$ cat config.mk
export PLATFORM = sky130hd
export DESIGN_NAME = uart_cmd_parser
export DESIGN_NICKNAME = d
export VERILOG_FILES = /design/src/rtl/uart_cmd_parser.sv
export SDC_FILE = /design/constraint.sdc
export NUM_CORES = 1
export LEC_CHECK = 0
export ABC_AREA = 1
export CORE_MARGIN = 4
export CORE_UTILIZATION = 30
export DETAILED_ROUTE_END_ITERATION = 8
export GPL_ROUTABILITY_DRIVEN = 1
export GPL_TIMING_DRIVEN = 0
export PLACE_DENSITY_LB_ADDON = 0.15
export SYNTH_ARGS = -nofsm -noshare
export SYNTH_HDL_FRONTEND = slang
export SYNTH_SLANG_ARGS = --single-unit
$ cat constraint.sdc
create_clock -name i_CLK -period 1.8 [get_ports i_CLK]
set_input_delay 0.27 -clock i_CLK [delete_from_list [all_inputs] [get_ports i_CLK]]
set_output_delay 0.27 -clock i_CLK [all_outputs]
set_load 0.1 [all_outputs]
$ cat src/rtl/uart_cmd_parser.sv
// uart_cmd_parser: assembles 5-byte command frames {SYNC, CMD, DATA_HI, DATA_LO, CHK}
// from the UART RX byte stream. It presents a frame only when CHK == CMD ^ DATA_HI ^ DATA_LO.
//
// Ports:
//   i_CLK        system clock (same domain as UART RX)
//   i_RESET_n    asynchronous active-low reset
//   i_RX_DV      one-cycle strobe, i_RX_BYTE valid
//   i_RX_BYTE    received byte
//   o_CMD        command byte of last good frame
//   o_DATA       {DATA_HI, DATA_LO} of last good frame
//   o_CMD_VALID  one-cycle pulse, new good frame
//   o_FRAME_ERR  one-cycle pulse, checksum mismatch
//   o_TIMEOUT    one-cycle pulse, frame abandoned due to inter-byte gap
//   o_ERR_COUNT  saturating count of frame errors plus timeouts
//   o_BUSY       high while a frame is in progress
module uart_cmd_parser #(
    parameter logic [7:0]  c_SYNC_BYTE      = 8'hAA,
    parameter int unsigned c_TIMEOUT_CYCLES = 21700
) (
    input  logic        i_CLK,
    input  logic        i_RESET_n,
    input  logic        i_RX_DV,
    input  logic [7:0]  i_RX_BYTE,
    output logic [7:0]  o_CMD,
    output logic [15:0] o_DATA,
    output logic        o_CMD_VALID,
    output logic        o_FRAME_ERR,
    output logic        o_TIMEOUT,
    output logic [7:0]  o_ERR_COUNT,
    output logic        o_BUSY
);

    localparam int unsigned CNT_W = (c_TIMEOUT_CYCLES > 2) ? $clog2(c_TIMEOUT_CYCLES) : 1;
    localparam logic [CNT_W-1:0] CNT_LAST = CNT_W'(c_TIMEOUT_CYCLES - 1);

    typedef enum logic [2:0] {
        S_IDLE,
        S_CMD,
        S_DHI,
        S_DLO,
        S_CHK
    } state_t;

    state_t           state;
    logic [CNT_W-1:0] gap_cnt;
    logic [7:0]       cmd_q;
    logic [7:0]       dhi_q;
    logic [7:0]       dlo_q;

    logic chk_ok_c;
    logic timeout_hit_c;
    logic err_event_c;

    // Checksum, gap-limit and error-event decode for the current cycle
    always_comb begin
        chk_ok_c      = (i_RX_BYTE == (cmd_q ^ dhi_q ^ dlo_q));
        timeout_hit_c = (state != S_IDLE) && !i_RX_DV && (gap_cnt == CNT_LAST);
        err_event_c   = timeout_hit_c || ((state == S_CHK) && i_RX_DV && !chk_ok_c);
    end

    // Frame state machine, gap timer, shadow registers and registered outputs
    always_ff @(posedge i_CLK or negedge i_RESET_n) begin
        if (!i_RESET_n) begin
            state       <= S_IDLE;
            gap_cnt     <= '0;
            cmd_q       <= '0;
            dhi_q       <= '0;
            dlo_q       <= '0;
            o_CMD       <= '0;
            o_DATA      <= '0;
            o_CMD_VALID <= 1'b0;
            o_FRAME_ERR <= 1'b0;
            o_TIMEOUT   <= 1'b0;
            o_ERR_COUNT <= '0;
            o_BUSY      <= 1'b0;
        end else begin
            o_CMD_VALID <= 1'b0;
            o_FRAME_ERR <= 1'b0;
            o_TIMEOUT   <= 1'b0;

            // Gap timer runs only inside a frame; any byte restarts it
            if (state == S_IDLE || i_RX_DV) begin
                gap_cnt <= '0;
            end else if (!timeout_hit_c) begin
                gap_cnt <= gap_cnt + CNT_W'(1);
            end else begin
                gap_cnt   <= '0;
                state     <= S_IDLE;
                o_BUSY    <= 1'b0;
                o_TIMEOUT <= 1'b1;
                cmd_q     <= '0;
                dhi_q     <= '0;
                dlo_q     <= '0;
            end

            if (err_event_c && (o_ERR_COUNT != 8'hFF)) begin
                o_ERR_COUNT <= o_ERR_COUNT + 8'd1;
            end

            // Byte handling; SYNC is only recognised in IDLE, elsewhere it is data
            if (i_RX_DV) begin
                case (state)
                    S_IDLE: begin
                        if (i_RX_BYTE == c_SYNC_BYTE) begin
                            state  <= S_CMD;
                            o_BUSY <= 1'b1;
                        end
                    end
                    S_CMD: begin
                        cmd_q <= i_RX_BYTE;
                        state <= S_DHI;
                    end
                    S_DHI: begin
                        dhi_q <= i_RX_BYTE;
                        state <= S_DLO;
                    end
                    S_DLO: begin
                        dlo_q <= i_RX_BYTE;
                        state <= S_CHK;
                    end
                    S_CHK: begin
                        if (chk_ok_c) begin
                            o_CMD       <= cmd_q;
                            o_DATA      <= {dhi_q, dlo_q};
                            o_CMD_VALID <= 1'b1;
                        end else begin
                            o_FRAME_ERR <= 1'b1;
                        end
                        state  <= S_IDLE;
                        o_BUSY <= 1'b0;
                    end
                    default: begin
                        state  <= S_IDLE;
                        o_BUSY <= 1'b0;
                    end
                endcase
            end
        end
    end

endmodule

==> results of run 1 <==
what timing repair did:
item                                    4_1_cts  5_1_grt
pin swaps                                     0        2
hold buffers                                  1        0
endpoints found under the setup margin       44       76
endpoints found under the hold margin        16        0
gates resized for setup                      87       35
buffers inserted                              0        2
area by class of cell:
cell class | count | area [sq um]
sequential | 78 | 1970
timing repair buffer | 50 | 444
clock buffer | 13 | 270
buffer | 11 | 101
inverter | 53 | 224
tap | 172 | 215
clock inverter | 3 | 65.1
fill | 1297 | 7760
multi-input combinational | 311 | 1720
worst min path at each step:
stage | cells past startpoint | to | slack, ns | startpoint
4_1_cts | 2 | o_CMD[3] | 0.35 | i_RESET_n
6_report | 2 | o_DATA[12] | 0.35 | i_RESET_n
3_5_place_dp | 1 | o_DATA[12] | 0.16 | i_RESET_n
2_1_floorplan | 0 | cmd_q[0] | -0.03 | i_RESET_n
3_3_place_gp | 2 | o_CMD[1] | 0.46 | o_CMD[1]
5_1_grt | 2 | o_CMD[1] | 0.36 | i_RESET_n
sequential cells by signal, indices dropped and copies added (netlist names):
register / count
o_DATA: 16
o_ERR_COUNT: 8
o_BUSY: 1
dlo_q: 8
gap_cnt: 15
o_FRAME_ERR: 1
o_CMD_VALID: 1
dhi_q: 8
o_CMD: 8
cmd_q: 8
state: 3
o_TIMEOUT: 1
worst max-delay path, cell delays in order:
cell	delay (ns)
clkdlybuf4s50_1	0.62
inv_1	0.13
nor2_2	0.23
nand3_2	0.26
buf_2	0.29
nand3_1	0.10
o21ai_0	0.07
layer usage:
layer,vias to the layer above,track usage
met5,-,0
met4,0,0.0553
met3,10,0.0323
met2,50,0.204
met1,1497,0.179
li1,1582,-
placed cells by master, fill, tap and decap left out, types with 2 or more instances in the layout:
master	n
nand2_4	2
nand2_2	14
inv_1	46
nor3_1	5
xor2_1	15
buf_6	7
nand3b_1	2
nand3_2	3
clkdlybuf4s15_2	15
nor2_4	5
nor2_8	2
o21ai_1	22
nor3_2	2
dlymetal6s2s_1	2
dfrtp_1	69
bufinv_16	2
nand2_8	2
nand3_1	46
nor4_1	3
dfrtp_4	2
nand4_1	6
nor2_2	5
inv_2	4
clkdlybuf4s15_1	3
buf_4	4
xnor2_1	10
dfrtp_2	7
clkbuf_16	9
clkbuf_2	19
clkbuf_8	3
clkdlybuf4s50_1	7
a21oi_1	7
buf_2	2
o21ai_2	4
o21ai_0	15
nand2_1	113
nor2_1	18
power by group through the flow:
stage / logic [W] / clock network (W) / registers (W)
finish: 0.00172 / 0.00202 / 0.00242
global route: 0.00195 / 0.00216 / 0.00247
CTS: 0.00173 / 0.00208 / 0.00241
detailed placement: 0.00173 / 0 / 0.00244
global placement: 0.00169 / 0 / 0.00242
floorplan: 0.00114 / 0 / 0.00256
stage by stage:
| step | TNS [ns] | hold WS (ns) | util | setup WS, ns |
|---|---|---|---|---|
| global placement | -209.44 | 0.462 | 0.364 | -3.03 |
| detailed placement | -15.28 | 0.157 | 0.365 | -0.400 |
| floorplan | 0 | -0.0256 | - | 0.0960 |
| global route | -0.0703 | 0.363 | 0.392 | -0.0352 |
| finish | 0 | 0.349 | 0.392 | 0.0307 |
| CTS | 0 | 0.352 | 0.394 | 0.000972 |
cell families after synthesis:
group                    count (synthesis)
flip-flops                              78
buffers and inverters                   64
XOR/XNOR                                25
adder cells (fa/ha/maj)                  2
AND/OR/NAND/NOR                        234
AO/OA/AOI/OAI                           50
==> results.sh, run 1 <==
export IMPL_yosysTopAreaCell="dfrtp_1"
export IMPL_grt_first_pass_wirelength_mm=15.4
export IMPL_avgRoutedWirePerCell_um=13.5
export IMPL_hold_viol_final=0
export IMPL_powerDensity_nw_per_um2=1230
export IMPL_vdd_drop_max_uv=480
export IMPL_power_frac_seq=0.393
export IMPL_maxSlewHeadroom=0.372
export IMPL_ff2ff_setup_slack_ns=0.06
export IMPL_ant_nets=0
export IMPL_fp_dieW_um=123
export IMPL_p_leak_nw=2.46
export IMPL_arrival_ns=1.98
export IMPL_fin_area_sq_um=5010
export IMPL_via_count=3139
export IMPL_gr_total_overflow=0
export IMPL_clock_latency_ns=0.33
export IMPL_wl_met2_mm=4.21
export IMPL_synth_top_area_frac=0.494
export IMPL_place_area_sq_um=4670
export IMPL_layout_nets=527
export IMPL_fin_total_pwr_w=0.00617
export IMPL_gp_congestion=0.784
export IMPL_yosys_area_share_xor_xnor=0.0554
export IMPL_area_delta_synth_final_pct=26.8
export IMPL_slew_viol_final=0
export IMPL_synthAdderAreaFrac=0.00633
export IMPL_cts_tree="yes"
export IMPL_cap_violations=0
export IMPL_cts_max_level=3
export IMPL_ys_warn_count=0
export IMPL_critPathCaptureType="flip-flop"
export IMPL_wl_mm=9.32
export IMPL_drive_gt1_frac=0.237
export IMPL_via_per_inst=4.54
export IMPL_rsz0062_at_grt="yes"
export IMPL_internal_power_w=0.00403
export IMPL_fin_cells=691
export IMPL_clockBufferDepth=2
export IMPL_yosysSeqAreaShare=0.494
export IMPL_combPwrFrac=0.280
export IMPL_synthMuxAreaShare=0
export IMPL_async_flop_share=1.00
export IMPL_wl_met3_um=391
export IMPL_wl_met1_mm=4.54
export IMPL_switchingPower_w=0.00214
export IMPL_antenna_found_initial=0
export IMPL_startpoint="i_RX_DV"
export IMPL_cts_buffers_inserted=9
export IMPL_fin_crit_sh=0.983
export IMPL_synth_most_common_cell="nand2_1"
export IMPL_top_layer="met4"
export IMPL_finClkSkew_ns=0.00535
export IMPL_clock_sinks=78
export IMPL_grt_pass1_vias=3042
export IMPL_hold_path_class="in -> async"
export IMPL_synth_area_per_cell_sq_um=8.73
export IMPL_reg2reg_depth=10
export IMPL_cts_reportedPaths_clkPinSlew_ns=0.06
export IMPL_drtIter0Drc=91
export IMPL_synth_area_leaders="dfrtp_1 49%, nand2_1 11%, nand3_1 6.1%"
export IMPL_ios=47
export IMPL_synth_edf_count=0
export IMPL_status="complete, no violations"
export IMPL_drcViolationCount=0
export IMPL_die_y_um=123
export IMPL_num_antenna_cells=0
export IMPL_synth_area_sq_um=3950
export IMPL_initial_core_util=0.309
export IMPL_fmax_mhz=565
export IMPL_yosysUniqueCellTypes=39
export IMPL_regToRegStartpoint="state[0]"
export IMPL_netSwitchingFraction=0.346
export IMPL_die_area_sq_um=15100
export IMPL_synth_flop_cell="dfrtp_1"
export IMPL_worst_path_max_fanout=10
export IMPL_synth_top_family_by_area="simple AND/OR/NAND/NOR gates"
export IMPL_cts_root_buf="clkbuf_16"
export IMPL_row_count=41
export IMPL_synth_compound_area_share=0.0681
export IMPL_first_pass_iters=4
export IMPL_grtUsageTotal=0.133
export IMPL_core_sq_um=12800
export IMPL_yosys_area_share_simple=0.295
export IMPL_cp_required_ns=2.01
export IMPL_ys_ff_latch=78
export IMPL_r2r_end="gap_cnt[0]"
export IMPL_tightest_slew_ns=0.946
export IMPL_p_clk_frac=0.328
export IMPL_start_kind="primary input"
export IMPL_port_buffer_count=46
export IMPL_yosys_top_cells_count="114 x nand2_1, 78 x dfrtp_1, 48 x inv_1, 48 x nand3_1, 22 x o21ai_1"
export IMPL_syn_inst=453
export IMPL_syn_nets=466
export IMPL_dp_cells=672
export IMPL_crit_path_end="dlo_q[6]"
export IMPL_critPathKind="in -> reg"
export IMPL_grt_max_degree=63
export IMPL_hpwl_mm=6.55
export IMPL_fin_crit_ns=1.77
export IMPL_finalSetupViolations=0
Note: power is estimated with default switching activity, not from simulation.
==> inputs of run 2 (changes only) <==
--- a/config.mk
+++ b/config.mk
@@ -6,8 +6,10 @@
 export NUM_CORES = 1
 export LEC_CHECK = 0
 export ABC_AREA = 1
+export CAP_MARGIN = 25
 export CORE_MARGIN = 4
 export CORE_UTILIZATION = 30
+export CTS_CLUSTER_SIZE = 25
 export DETAILED_ROUTE_END_ITERATION = 8
 export GPL_ROUTABILITY_DRIVEN = 1
 export GPL_TIMING_DRIVEN = 0
==> results of run 2 <==
Same layout as run 1: the final DEF is identical, and so are final timing and power.
==> inputs of run 3 (changes only) <==
--- a/config.mk
+++ b/config.mk
@@ -8,7 +8,7 @@
 export ABC_AREA = 1
 export CAP_MARGIN = 25
 export CORE_MARGIN = 4
-export CORE_UTILIZATION = 30
+export CORE_UTILIZATION = 50
 export CTS_CLUSTER_SIZE = 25
 export DETAILED_ROUTE_END_ITERATION = 8
 export GPL_ROUTABILITY_DRIVEN = 1
==> results.sh, run 3 (same netlist as run 1, synthesis figures left out) <==
export IMPL_p_leak_nw=2.35
export IMPL_layout_nets=527
export IMPL_rsz0062_at_grt="no"
export IMPL_hpwl_mm=5.97
export IMPL_clock_sinks=78
export IMPL_fin_crit_sh=0.976
export IMPL_arrival_ns=1.49
export IMPL_startpoint="o_TIMEOUT"
export IMPL_gp_congestion=0.840
export IMPL_via_per_inst=5.04
export IMPL_die_area_sq_um=9390
export IMPL_status="complete, no violations"
export IMPL_antenna_found_initial=0
export IMPL_finClkSkew_ns=0.0112
export IMPL_cp_num_buf_inv=1
export IMPL_wl_mm=8.43
export IMPL_ios=47
export IMPL_fp_dieW_um=96.9
export IMPL_p_clk_frac=0.257
export IMPL_drive_gt1_frac=0.235
export IMPL_port_buffer_count=46
export IMPL_fin_ws_ns=0.0429
export IMPL_cts_reportedPaths_clkPinSlew_ns=0.08
export IMPL_num_antenna_cells=0
export IMPL_via_count=3130
export IMPL_critPathMaxStageDelay_ns=0.81
export IMPL_holdWs_ns=0.335
export IMPL_cts_root_buf="clkbuf_8"
export IMPL_cpMaxStageDelayCell="clkdlybuf4s15_1"
export IMPL_regToRegStartpoint="gap_cnt[0]"
export IMPL_combPwrFrac=0.308
export IMPL_clockBufferDepth=2
export IMPL_regMostFlops="o_DATA"
export IMPL_finalSetupViolations=0
export IMPL_area_delta_synth_final_pct=23.9
export IMPL_grt_pass1_vias=2938
export IMPL_die_y_um=96.9
export IMPL_clock_latency_ns=0.35
export IMPL_drcViolationCount=0
export IMPL_worst_path_max_fanout=1
export IMPL_vdd_drop_max_uv=500
export IMPL_critPathTopFamily="buffers and inverters"
export IMPL_switchingPower_w=0.00208
export IMPL_row_count=32
export IMPL_core_sq_um=7690
export IMPL_drtIter0Drc=157
export IMPL_slew_viol_final=0
export IMPL_cts_tree="yes"
export IMPL_final_util=0.637
export IMPL_critPathCaptureType="primary output"
export IMPL_grtUsageTotal=0.189
export IMPL_fin_crit_ns=1.76
export IMPL_crit_chain="clkdlybuf4s15_1"
export IMPL_dp_slack_ns=-0.355
export IMPL_cap_violations=0
export IMPL_multi_input_area_sq_um=1720
export IMPL_avgRoutedWirePerCell_um=13.6
export IMPL_fmax_mhz=569
export IMPL_seq_area_sq_um=1970
export IMPL_grt_max_degree=61
export IMPL_crit_path_end="o_TIMEOUT"
export IMPL_final_common_cell="nand2_1"
export IMPL_reg2reg_depth=10
export IMPL_ff2ff_setup_slack_ns=0.13
export IMPL_fin_area_sq_um=4900
export IMPL_layout_common_cells="113 x nand2_1, 70 x dfrtp_1, 48 x inv_1"
export IMPL_grt_first_pass_wirelength_mm=14.4
export IMPL_dp_cells=602
export IMPL_place_area_sq_um=4580
export IMPL_hold_viol_final=0
export IMPL_maxSlewHeadroom=0.368
export IMPL_cts_buffers_inserted=9
export IMPL_top_regs="o_DATA x16, gap_cnt x15"
export IMPL_ant_nets=0
export IMPL_r2r_end="o_ERR_COUNT[0]"
export IMPL_powerDensity_nw_per_um2=1130
export IMPL_first_pass_iters=4
export IMPL_largest_reg_flops=16
export IMPL_hold_path_class="in -> async"
export IMPL_power_frac_seq=0.435
export IMPL_netSwitchingFraction=0.374
export IMPL_critPathKind="reg -> out"
export IMPL_cp_required_ns=1.53
export IMPL_crit_cells=1
export IMPL_initial_core_util=0.514
export IMPL_gr_total_overflow=0
export IMPL_fin_cells=621
export IMPL_internal_power_w=0.00348
export IMPL_num_fill_cells=660
export IMPL_tightest_slew_ns=0.951
export IMPL_cts_max_level=3
export IMPL_start_kind="flip-flop"
[run 3: worst min-delay path by stage]
stage	end	from
finish	o_ERR_COUNT[3]	i_RESET_n
global route	o_ERR_COUNT[3]	i_RESET_n
CTS	o_ERR_COUNT[3]	i_RESET_n
detailed placement	o_DATA[4]	i_RESET_n
global placement	o_CMD[5]	o_CMD[5]
floorplan	cmd_q[0]	i_RESET_n
[run 3: layer usage]
| metal | vias to the layer above | track usage | wire length (um) |
|---|---|---|---|
| met5 | - | 0 | 0 |
| met1 | 1485 | 0.281 | 4300 |
| met3 | 9 | 0.0433 | 337 |
| met2 | 56 | 0.277 | 3720 |
| met4 | 0 | 0.0572 | 79 |
| li1 | 1580 | - | - |
[run 3: cell type report]
cell class              count  area share
repair buffers             50       0.112
flip-flops and latches     78       0.402
multi-input cells         311       0.351
clock inverters             6      0.0176
inverters                  53      0.0457
well taps                 102      0.0261
plain buffers              11      0.0199
clock buffers              10      0.0261
[run 3: repair_timing]
action                                  4_1_cts  5_1_grt
endpoints found under the setup margin       36       32
hold buffers                                  1        0
pin swaps                                     0        2
resized for setup                           106       12
buffers inserted                              0        2
hold endpoints to repair                     18        0
cloned                                        0        0
[run 3: power groups by stage]
stage                     Sequential [W]  Combinational, W  Clock (W)
after floorplan                  0.00256           0.00114          0
after global placement           0.00242           0.00164          0
after detailed placement         0.00243           0.00171          0
after CTS                        0.00240           0.00171    0.00146
after global routing             0.00247           0.00194    0.00154
final                            0.00242           0.00171    0.00143
[run 3: stage by stage]
step	total power, W	TNS (ns)
4_1_cts	0.00557	0
6_report	0.00556	0
5_1_grt	0.00595	0
3_3_place_gp	0.00406	-189.18
3_5_place_dp	0.00414	-12.88
2_1_floorplan	0.00370	0
